[config.mk]
export PLATFORM = sky130hd
export DESIGN_NAME = signal_edge_analyzer
export DESIGN_NICKNAME = d
export VERILOG_FILES = /design/src/rtl/signal_edge_analyzer.sv
export SDC_FILE = /design/constraint.sdc
export NUM_CORES = 1
export LEC_CHECK = 0
export ABC_CLOCK_PERIOD_IN_PS = 2600
export BUFFER_PORTS_ARGS = -buffer_cell sky130_fd_sc_hd__buf_2
export CAP_MARGIN = 10
export CORE_UTILIZATION = 45
export CTS_CLUSTER_DIAMETER = 200
export DETAILED_ROUTE_END_ITERATION = 7
export PLACE_DENSITY = 0.69
export SETUP_SLACK_MARGIN = 0.02
export SLEW_MARGIN = 15
export SYNTH_ARGS = -nofsm -noshare
export SYNTH_HDL_FRONTEND = slang
export SYNTH_SLANG_ARGS = --single-unit
[constraint.sdc]
create_clock -name Clock -period 2.6 [get_ports Clock]
set_input_delay 0.13 -clock Clock [delete_from_list [all_inputs] [get_ports Clock]]
set_output_delay 0.13 -clock Clock [all_outputs]
set_load 0.05 [all_outputs]
[src/rtl/signal_edge_analyzer.sv]
// Hysteresis crossing detector and per-period measurement unit for a 14-bit sample stream.
// Latency: outputs change on the edge that accepts the causing sample. No backpressure; a low SampleValid stalls the block.
module signal_edge_analyzer #(
  parameter int CNT_W = 16
) (
  input  logic             Clock,
  input  logic             Reset,
  input  logic             SampleValid,
  input  logic [13:0]      SampleIn,
  input  logic [13:0]      ThresholdHigh,
  input  logic [13:0]      ThresholdLow,
  output logic             MeasValid,
  output logic [CNT_W-1:0] Period,
  output logic [CNT_W-1:0] HighTime,
  output logic [13:0]      SampleMax,
  output logic [13:0]      SampleMin,
  output logic             Timeout,
  output logic             ConfigErr
);

  typedef enum logic [1:0] {IDLE, ARMED, HIGH, LOW} state_t;

  localparam logic [CNT_W-1:0] CNT_LAST = '1;

  state_t           state;
  logic [CNT_W-1:0] cnt;
  logic [CNT_W-1:0] cnt_inc;
  logic [CNT_W-1:0] high_lat;
  logic [13:0]      win_max;
  logic [13:0]      win_min;
  logic [13:0]      nxt_max;
  logic [13:0]      nxt_min;
  logic             cfg_bad;
  logic             at_rise;
  logic             at_fall;
  logic             at_limit;

  assign cfg_bad  = (ThresholdLow > ThresholdHigh);
  assign at_rise  = (SampleIn >= ThresholdHigh);
  assign at_fall  = (SampleIn <= ThresholdLow);
  assign cnt_inc  = cnt + CNT_W'(1);
  assign at_limit = (cnt_inc == CNT_LAST);
  assign nxt_max  = (SampleIn > win_max) ? SampleIn : win_max;
  assign nxt_min  = (SampleIn < win_min) ? SampleIn : win_min;

  always_ff @(posedge Clock) begin
    if (Reset) begin
      state     <= IDLE;
      cnt       <= '0;
      high_lat  <= '0;
      win_max   <= '0;
      win_min   <= '0;
      MeasValid <= 1'b0;
      Period    <= '0;
      HighTime  <= '0;
      SampleMax <= '0;
      SampleMin <= '0;
      Timeout   <= 1'b0;
      ConfigErr <= 1'b0;
    end else begin
      MeasValid <= 1'b0;
      Timeout   <= 1'b0;
      ConfigErr <= cfg_bad;
      if (cfg_bad) begin
        state <= IDLE;
      end else if (SampleValid) begin
        unique case (state)
          // Only arm from a known-low level so the first window starts on a true rise.
          IDLE: if (at_fall) state <= ARMED;
          ARMED: begin
            if (at_rise) begin
              state   <= HIGH;
              cnt     <= '0;
              win_max <= SampleIn;
              win_min <= SampleIn;
            end
          end
          HIGH: begin
            cnt     <= cnt_inc;
            win_max <= nxt_max;
            win_min <= nxt_min;
            if (at_fall) begin
              state    <= LOW;
              high_lat <= cnt_inc;
            end else if (at_limit) begin
              state   <= IDLE;
              Timeout <= 1'b1;
            end
          end
          LOW: begin
            if (at_rise) begin
              // The new rise closes the old window (excluding itself) and opens the next one.
              Period    <= cnt_inc;
              HighTime  <= high_lat;
              SampleMax <= win_max;
              SampleMin <= win_min;
              MeasValid <= 1'b1;
              cnt       <= '0;
              win_max   <= SampleIn;
              win_min   <= SampleIn;
              state     <= HIGH;
            end else begin
              cnt     <= cnt_inc;
              win_max <= nxt_max;
              win_min <= nxt_min;
              if (at_limit) begin
                state   <= IDLE;
                Timeout <= 1'b1;
              end
            end
          end
          default: state <= IDLE;
        endcase
      end
    end
  end

endmodule

==> run_results.csv, run 1 <==
group,metric,value,unit
final_layout,drive_gt1_frac,0.202,
global_routing,antenna_found_initial,0,
floorplan,io-pin-count,108,
yosys,postSynthCellCount,783,
setup_path,crit_type,"reg -> reg",
floorplan,chipWidth,123,um
placed_design,gp_congestion,0.861,
final_layout,n_antenna_cell,0,
yosys,synthAdderAreaFrac,0.136,
cts,cts_tree,"done",
worst_hold_path,min_from,"SampleIn[0]",
yosys,synth_area,6610,um2
setup_path,crit_path_end_kind,"flip-flop",
setup_path,crit_path_start_kind,"flip-flop",
global_routing,grt_pass1_wl,26700,um
yosys,async_flop_share,0,
setup_path,crit_fanout,4,
floorplan,start_util,0.469,
yosys,syn_nets,900,
cts,cts_root_buf,"clkbuf_16",
detailed_routing,wire_per_inst,14.7,um
global_routing,grt-ovfl-total,0,
setup_path,reg2reg_from,"cnt[8]",
pwr,clkPwrFrac,0.513,
yosys,ys_seq_elements,125,
timing,period_share,0.926,
timing,rsz0062_at_grt,"false",
timing,tns,0,ns
pwr,p_total,4720,uW
detailed_routing,vias,5815,
yosys,synthFlopType,"dfxtp_1",
setup_path,r2r_end,"state[1]",
setup_path,required,2.86,ns
cts,clock-sinks,125,
pwr,p_int,3610,uW
yosys,synth.area.mux_share,0.0227,
cts,cts_hold_buffers,0,
global_routing,met3_usage,0.0494,
cts,clock_latency,0.41,ns
pwr,vdd_ir_drop_max,0.447,mV
cts,numCtsBuffers,17,
yosys,synth-compound-area-share,0.173,
global_routing,grt_usage,0.226,
final_layout,final_cell_mix,"dfxtp_1, buf_2, nand2_1, ha_1, a21oi_1",
global_routing,grt_max_degree,73,
placed_design,dp_hpwl,12000,um
setup_path,path_cells,"nand4_2 -> nor4b_4 -> xnor2_1 -> or4b_1 -> or4_1 -> nor2_1 -> a2111oi_0",
detailed_routing,routed_wl,16100,um
floorplan,die_area,15200,um2
floorplan,die_y,123,um
detailed_routing,via_per_inst,5.32,
timing,hold_viol,0,
setup_path,reg2reg_slack,0.19,ns
cts,htree_levels,4,
pwr,p_sw_frac,0.235,
yosys,synth.yosys.seq_area_share,0.379,
timing,fin_hold_ws,0.0481,ns
final_layout,fin_cells,1093,
yosys,syn_area_per_cell,8.44,um2
worst_hold_path,hold_end,"win_min[0]",
final_layout,final_core_util,0.576,
yosys,synthXorXnorAreaFrac,0.0212,
placed_design,dp_cells,1061,
timing,finalCriticalPeriod,2.41,ns
pwr,power_switching,1110,uW
placed_design,numPortBuffers,107,
detailed_routing,drt_iter0_markers,408,
detailed_routing,dr.pass1.iters,7,
yosys,synth-edff-count,0,
pwr,power_density,581,nW/um2
worst_hold_path,hp-class,"in -> reg",
global_routing,gr-usage-met1,0.333,
cts,cts_buffer_depth,2,
timing,fmax,415,MHz
pwr,p_leak,0.00335,uW
final_layout,fill_cells,1317,
global_routing,use_met2,0.326,
yosys,synthSimpleGateAreaFrac,0.207,
setup_path,crit_arrival,2.66,ns
final_layout,layout_commonest_cell,"dfxtp_1",
setup_path,critPathSlowestCell,"or4b_1",
yosys,yosys_warnings,0,
cts,clk_pin_slew_worst_paths,0.06,ns
final_layout,syn2layout_area_growth,22.9,%
final_layout,nets,1017,
global_routing,grt_pass1_vias,5358,
floorplan,core,14100,um2
timing,clock_skew,0.00680,ns
floorplan,row_count,43,
detailed_routing,drc,0,
detailed_routing,ant_nets,0,
cts,cts_resized,0,
pwr,p_comb_frac,0.078,
pwr,pwr-share-seq,0.410,
global_routing,busiest_layer,"met1",
run_status,status,"complete, no violations",
yosys,ys_types,53,
setup_path,cp_slowest_stage_delay,0.56,ns
timing,relSlewSlack,0.560,
timing,setup_viol,0,
flow_run,maxCapViolations,0,
cts,postCtsSetupBuffers,0,
timing,slew_violations,0,
timing,tightest_slew,0.657,ns
yosys,synth_top_family_by_area,"simple AND/OR/NAND/NOR gates",
setup_path,ff2ff_path_depth,7,
worst_hold_path,holdPathStages,3,
## critical path, delay by kind of cell, from the launching register on
kind	cells	cell delay, ns
AOI/OAI and AO/OA	1	0.11
xor gates and xnor gates	1	0.12
DFF	1	0.41
and+or+nand+nor	5	1.62
## metrics by stage
| stage | area (um2) | setup slack, ns |
|---|---|---|
| finish | 8120 | 0.192 |
| global route | 8120 | 0.0202 |
| CTS | 8120 | 0.166 |
| detailed placement | 7510 | 0.0896 |
| global placement | 7510 | 0.148 |
| floorplan | 6610 | 0.131 |
## synth_stat cells (5+ instances only)
cell | n | area share
a21oi_1 | 71 | 0.054
nand3_1 | 8 | 0.0061
nand2_1 | 105 | 0.060
nor2_1 | 49 | 0.028
a211oi_1 | 35 | 0.040
xor2_1 | 6 | 0.0080
buf_1 | 5 | 0.0028
xnor2_1 | 10 | 0.013
nand2b_1 | 34 | 0.032
mux2i_1 | 15 | 0.023
o31ai_1 | 6 | 0.0068
nand4_1 | 17 | 0.016
a21o_1 | 6 | 0.0068
a31oi_1 | 6 | 0.0057
o21ai_0 | 27 | 0.020
nor3_1 | 8 | 0.0061
inv_1 | 63 | 0.036
dfxtp_1 | 125 | 0.38
clkbuf_1 | 29 | 0.016
or3_1 | 5 | 0.0047
nand3b_1 | 17 | 0.019
ha_1 | 72 | 0.14
o2bb2ai_1 | 9 | 0.012
nor2b_1 | 6 | 0.0057
## area by class of cell
cell class,count,area (um2),area share
clock buffers,18,439,0.0541
clock inverters,14,165,0.0203
inverters,63,236,0.0291
multi-input cells,555,3710,0.457
flip-flops and latches,125,2510,0.309
well taps,180,225,0.0277
repair buffers,138,833,0.103
## power by group through the flow
stage               sequential, uW  combinational [uW]  clock, uW
floorplan                     1980                 225          0
global placement              1970                 354          0
detailed placement            1970                 363          0
CTS                           1930                 366       2450
global route                  1930                 423       2550
finish                        1930                 366       2420
## state kept, by name (all words and copies together), names as in the netlist
signal	flops
SampleMin	14
high_lat	16
win_min	14
SampleMax	14
HighTime	16
state	2
cnt	16
Timeout	1
Period	16
ConfigErr	1
win_max	14
MeasValid	1
## per-layer routing
layer / part of all wire / vias to the layer above
met2: 0.42 / 182
met3: 0.055 / 19
met4: 0.012 / 0
met5: 0 / -
met1: 0.51 / 2643
li1: - / 2971
## worst max-delay path by stage
| stage | end | slack [ns] | depth (start not counted) | startpoint |
|---|---|---|---|---|
| 6_report | state[1] | 0.19 | 7 | cnt[8] |
| 5_1_grt | state[1] | 0.02 | 8 | cnt[0] |
| 4_1_cts | state[1] | 0.17 | 7 | cnt[7] |
| 3_5_place_dp | HighTime[15] | 0.09 | 11 | ThresholdHigh[4] |
| 3_3_place_gp | cnt[14] | 0.15 | 9 | SampleIn[3] |
| 2_1_floorplan | state[1] | 0.13 | 8 | cnt[0] |
## cell families after synthesis
logic type / Yosys count
flops: 125
simple gates: 271
mux: 15
compound gates: 181
fa+ha+maj: 72
xor+xnor: 16
buf+inv: 103
Power figures use the tool's default switching activity.
==> inputs of run 2 (changes only) <==
ABC_AREA = 1   (was not set)
GPL_ROUTABILITY_DRIVEN = 0   (was not set)
PLACE_DENSITY = 0.68   (was 0.69)
==> run_results.csv, run 2 <==
group,metric,value,unit
detailed_routing,dr.pass1.iters,5,
timing,slew_violations,0,
final_layout,layout_commonest_cell,"nor2_1",
cts,cts_tree,"done",
timing,period_share,0.868,
cts,numCtsBuffers,17,
pwr,p_leak,0.00483,uW
final_layout,fin_cells,1608,
placed_design,dp_cells,1576,
floorplan,row_count,48,
run_status,status,"complete, no violations",
final_layout,syn2layout_area_growth,15.9,%
worst_hold_path,min_from,"SampleValid",
yosys,synth.yosys.seq_area_share,0.311,
global_routing,grt_usage,0.243,
final_layout,fill_cells,1764,
setup_path,crit_arrival,2.57,ns
global_routing,grt_pass1_wl,35000,um
detailed_routing,wire_per_inst,13.4,um
yosys,ys_types,31,
cts,clock_latency,0.42,ns
flow_run,maxCapViolations,0,
detailed_routing,drc,0,
final_layout,stdcell_area,9320,um2
cts,postCtsSetupBuffers,0,
floorplan,chipWidth,136,um
worst_hold_path,hp-class,"in -> reg",
global_routing,grt_max_degree,61,
timing,tightest_slew,0.453,ns
global_routing,grt-ovfl-total,0,
timing,relSlewSlack,0.697,
floorplan,die_area,18400,um2
yosys,yosys_warnings,0,
setup_path,path_common_cell,"nand2_1",
timing,fmax,443,MHz
final_layout,nets,1488,
yosys,synth-edff-count,0,
setup_path,critPathSlowestCell,"dfxtp_1",
pwr,vdd_ir_drop_max,0.436,mV
yosys,yosys-top-cells-count,"nor2_1, nand2_1, inv_1, dfxtp_1, nand3_1",
cts,htree_levels,4,
placed_design,numPortBuffers,107,
detailed_routing,via_per_inst,5.00,
pwr,power_density,553,nW/um2
timing,clock_skew,0.00662,ns
detailed_routing,drt_iter0_markers,603,
cts,cts_buffer_depth,2,
setup_path,crit_fanout,7,
floorplan,io-pin-count,108,
placed_design,place_area,8760,um2
floorplan,core,17400,um2
placed_design,dpl_worst_slack,0.223,ns
yosys,yosysTopAreaCell,"dfxtp_1",
timing,finalCriticalPeriod,2.26,ns
timing,hold_viol,0,
setup_path,crit_type,"reg -> reg",
yosys,ys_seq_elements,125,
floorplan,start_util,0.463,
cts,clk_pin_slew_worst_paths,0.06,ns
timing,setup_viol,0,
global_routing,grt_pass1_vias,7205,
yosys,synthFlopType,"dfxtp_1",
placed_design,dp_hpwl,15900,um
setup_path,cp_slowest_stage_delay,0.42,ns
setup_path,crit_path_start_kind,"flip-flop",
yosys,syn_nets,1388,
final_layout,drive_gt1_frac,0.129,
floorplan,die_y,136,um
detailed_routing,vias,8040,
timing,setup_slack,0.344,ns
global_routing,antenna_found_initial,0,
yosys,syn_area_per_cell,6.32,um2
yosys,synth_area_leaders,"dfxtp_1, nor2_1, nand2_1",
pwr,p_total,5150,uW
yosys,synth.top_cell.area_share,0.311,
setup_path,crit_path_end_kind,"flip-flop",
cts,cts_root_buf,"clkbuf_16",
setup_path,required,2.92,ns
final_layout,final_cell_mix,"nor2_1, nand2_1, inv_1, dfxtp_1, nand3_1",
timing,tns,0,ns
setup_path,startpoint,"win_max[6]",
yosys,postSynthCellCount,1271,
detailed_routing,ant_nets,0,
final_layout,n_antenna_cell,0,
yosys,async_flop_share,0,
setup_path,reg2reg_from,"win_max[6]",
yosys,synth_area,8040,um2
timing,rsz0062_at_grt,"false",
cts,clock-sinks,125,
yosys,synth.most_common_cell,"nor2_1",
setup_path,path_cells,"inv_1 -> ha_1 -> nand4_1 -> nor3_1 -> nand2_1 -> nand2_1 -> nand2_1 -> buf_4 -> nand2_1 -> nand3_1 -> nand2_1 -> inv_1 -> nor2_1 -> nor2_1",
detailed_routing,routed_wl,21500,um
[run 2: final timing paths]
| kind | endpoint | slack (ns) | cells past startpoint |
|---|---|---|---|
| min | Timeout | 0.02 | 3 |
| max | win_max[6] | 0.34 | 14 |
| min reg2reg | HighTime[14] | 0.47 | 2 |
| max reg2reg | win_max[6] | 0.34 | 14 |
[run 2: per-stage QoR]
| step | utilization | hold slack, ns |
|---|---|---|
| floorplan | - | 0.202 |
| global placement | 0.505 | 0.427 |
| detailed placement | 0.505 | 0.431 |
| CTS | 0.537 | 0.0129 |
| global route | 0.537 | 0.0412 |
| finish | 0.537 | 0.0172 |
[run 2: cell families (layout without fill, tap and decap cells)]
kind of cell	after synthesis	in the layout	synth area share
AND/OR/NAND/NOR	728	728	0.376
AO/OA/AOI/OAI	141	141	0.0914
adder cells (fa/ha/maj)	72	72	0.112
flip-flops	125	125	0.311
buffers and inverters	205	317	0.109
[run 2: area by class of cell]
| class | count | area, um2 | area share |
|---|---|---|---|
| timing repair buffer | 131 | 743 | 0.0798 |
| multi-input combinational | 941 | 4660 | 0.500 |
| inverter | 155 | 587 | 0.0630 |
| clock inverter | 12 | 92.6 | 0.00994 |
| sequential | 125 | 2500 | 0.269 |
| tap | 225 | 282 | 0.0302 |
| clock buffer | 19 | 453 | 0.0486 |
[run 2: power by group]
part | switching [uW] | internal (uW)
Combinational | 600 | 331
Clock | 898 | 1270
Sequential | 72.5 | 1980
Total | 1570 | 3580
[run 2: worst max-delay path, delay by kind of cell (launching register included)]
kind / cells / cell delay (ns)
buf+inv: 3 / 0.32
fa+ha+maj: 1 / 0.29
simple gates: 10 / 1.11
flops: 1 / 0.42
[run 2: timing repair]
action,4_1_cts,5_1_grt
setup endpoints to repair,0,1
gates resized for setup,0,1
hold buffers,1,0
hold endpoints to repair,1,0
[run 2: routing by layer]
| metal | global-route usage | share of wire |
|---|---|---|
| met5 | 0 | 0 |
| met4 | 0.0918 | 0.014 |
| met3 | 0.0397 | 0.075 |
| met2 | 0.372 | 0.43 |
| met1 | 0.340 | 0.48 |
==> inputs of run 3 (changes only) <==
ABC_CLOCK_PERIOD_IN_PS = 2400   (was 2600)
BUFFER_PORTS_ARGS = not set   (was -buffer_cell sky130_fd_sc_hd__buf_2)
DONT_BUFFER_PORTS = 1   (was not set)
PLACE_DENSITY = 0.61   (was 0.68)
clock period = 2.4 ns   (was 2.6 ns; I/O delays follow)
==> run_results.csv, run 3 (synthesized netlist as in run 2, its figures left out) <==
group,metric,value,unit
detailed_routing,routed_wl,22500,um
floorplan,chipWidth,136,um
setup_path,crit_type,"reg -> reg",
final_layout,drive_gt1_frac,0.0587,
cts,clk_pin_slew_worst_paths,0.06,ns
final_layout,multi_input_area,4660,um2
global_routing,grt_pass1_wl,36300,um
setup_path,cp_slowest_stage_delay,0.42,ns
pwr,vdd_ir_drop_max,0.511,mV
floorplan,die_y,136,um
detailed_routing,dr.pass1.iters,5,
cts,cts_tree,"done",
placed_design,dp_hpwl,16000,um
setup_path,crit_arrival,2.50,ns
cts,htree_levels,4,
detailed_routing,ant_nets,0,
detailed_routing,drc,0,
detailed_routing,wire_per_inst,14.8,um
placed_design,numPortBuffers,0,
run_status,status,"complete, no violations",
final_layout,layout_commonest_cell,"nor2_1",
setup_path,critPathSlowestCell,"dfxtp_1",
timing,clock_skew,0.00573,ns
final_layout,final_cell_mix,"nor2_1, nand2_1, inv_1, dfxtp_1, nand3_1",
floorplan,row_count,48,
cts,cts_buffer_depth,2,
final_layout,syn2layout_area_growth,12.3,%
setup_path,crit_path_start_kind,"flip-flop",
final_layout,regArea,2500,um2
detailed_routing,drt_iter0_markers,639,
final_layout,nets,1398,
global_routing,grt_max_degree,100,
floorplan,die_area,18400,um2
cts,postCtsSetupBuffers,0,
cts,cts_root_buf,"clkbuf_16",
cts,numCtsBuffers,17,
worst_hold_path,hp-class,"in -> reg",
setup_path,required,2.72,ns
cts,clock-sinks,125,
timing,setup_slack,0.217,ns
global_routing,grt_pass1_vias,7064,
setup_path,path_common_cell,"nand2_1",
timing,tns,0,ns
pwr,p_total,5970,uW
cts,clock_latency,0.42,ns
final_layout,fill_cells,1830,
setup_path,reg2reg_slack,0.22,ns
setup_path,crit_fanout,6,
timing,hold_viol,0,
timing,rsz0062_at_grt,"false",
timing,fmax,458,MHz
timing,setup_viol,0,
timing,period_share,0.910,
global_routing,grt-ovfl-total,0,
placed_design,dpl_worst_slack,0.00954,ns
detailed_routing,via_per_inst,5.05,
global_routing,grt_usage,0.256,
setup_path,path_cells,"inv_1 -> ha_1 -> a21oi_1 -> o21a_1 -> nand2_1 -> nand2_1 -> nand2_1 -> buf_4 -> nand2_1 -> nand3_1 -> and2_1 -> nor2_1 -> nor2_1",
pwr,p_leak,0.00442,uW
timing,relSlewSlack,0.622,
floorplan,core,17400,um2
floorplan,io-pin-count,108,
flow_run,maxCapViolations,0,
pwr,power_density,661,nW/um2
detailed_routing,vias,7675,
setup_path,crit_path_end_kind,"flip-flop",
final_layout,n_antenna_cell,0,
floorplan,start_util,0.463,
global_routing,antenna_found_initial,0,
timing,finalCriticalPeriod,2.18,ns
timing,slew_violations,0,
timing,tightest_slew,0.566,ns
[run 3: changes by cell type in the layout (fill, tap and decap cells not counted), moves of 2 or more]
| cell | change |
|---|---|
| clkbuf_8 | -2 |
| buf_2 | -107 |
| clkinv_4 | -3 |
| dlygate4sd3_1 | +15 |
| bufinv_16 | +4 |
| inv_6 | +4 |
| buf_4 | +3 |
[run 3: per-stage QoR]
stage                util  instance area [um2]  std cells  hold slack (ns)
floorplan               -                 8040       1271            0.192
global placement    0.474                 8230       1471            0.196
detailed placement  0.474                 8230       1471            0.201
CTS                 0.520                 9020       1519           0.0353
global route        0.520                 9030       1519           0.0841
finish              0.520                 9030       1519           0.0517
[run 3: layout make-up]
cell class / count / share of cell area
well taps: 225 / 0.0312
repair buffers: 41 / 0.0399
flip-flops and latches: 125 / 0.277
clock buffers: 17 / 0.0471
multi-input cells: 941 / 0.516
clock inverters: 15 / 0.0231
inverters: 155 / 0.0650
[run 3: routing by layer]
| layer | wire [um] | global-route usage |
|---|---|---|
| met3 | 1600 | 0.0580 |
| met2 | 9690 | 0.394 |
| met5 | 0 | 0 |
| met1 | 10900 | 0.358 |
| met4 | 282 | 0.0605 |
[run 3: timing repair]
action                     CTS  global route
setup endpoints to repair    0            11
hold buffers                16             0
resized for setup            0             2
hold endpoints to repair    44             0
[run 3: final timing paths]
path,from,end,cells past startpoint
min reg2reg,high_lat[9],high_lat[9],2
min,SampleIn[3],win_max[3],6
max,win_min[5],win_min[8],13
max reg2reg,win_min[5],win_min[8],13
[run 3: power breakdown]
group          switching, uW  total [uW]  internal, uW
Combinational            598         950           352
Clock                   1020        2780          1750
Sequential              94.8        2240          2140
Total                   1710        5970          4250
[run 3: critical path: cells and delay by family (launching register included)]
| kind | cells | cell delay (ns) |
|---|---|---|
| AO/OA/AOI/OAI | 2 | 0.33 |
| buffers and inverters | 2 | 0.29 |
| flip-flops | 1 | 0.42 |
| AND/OR/NAND/NOR | 8 | 0.75 |
| adder cells (fa/ha/maj) | 1 | 0.29 |
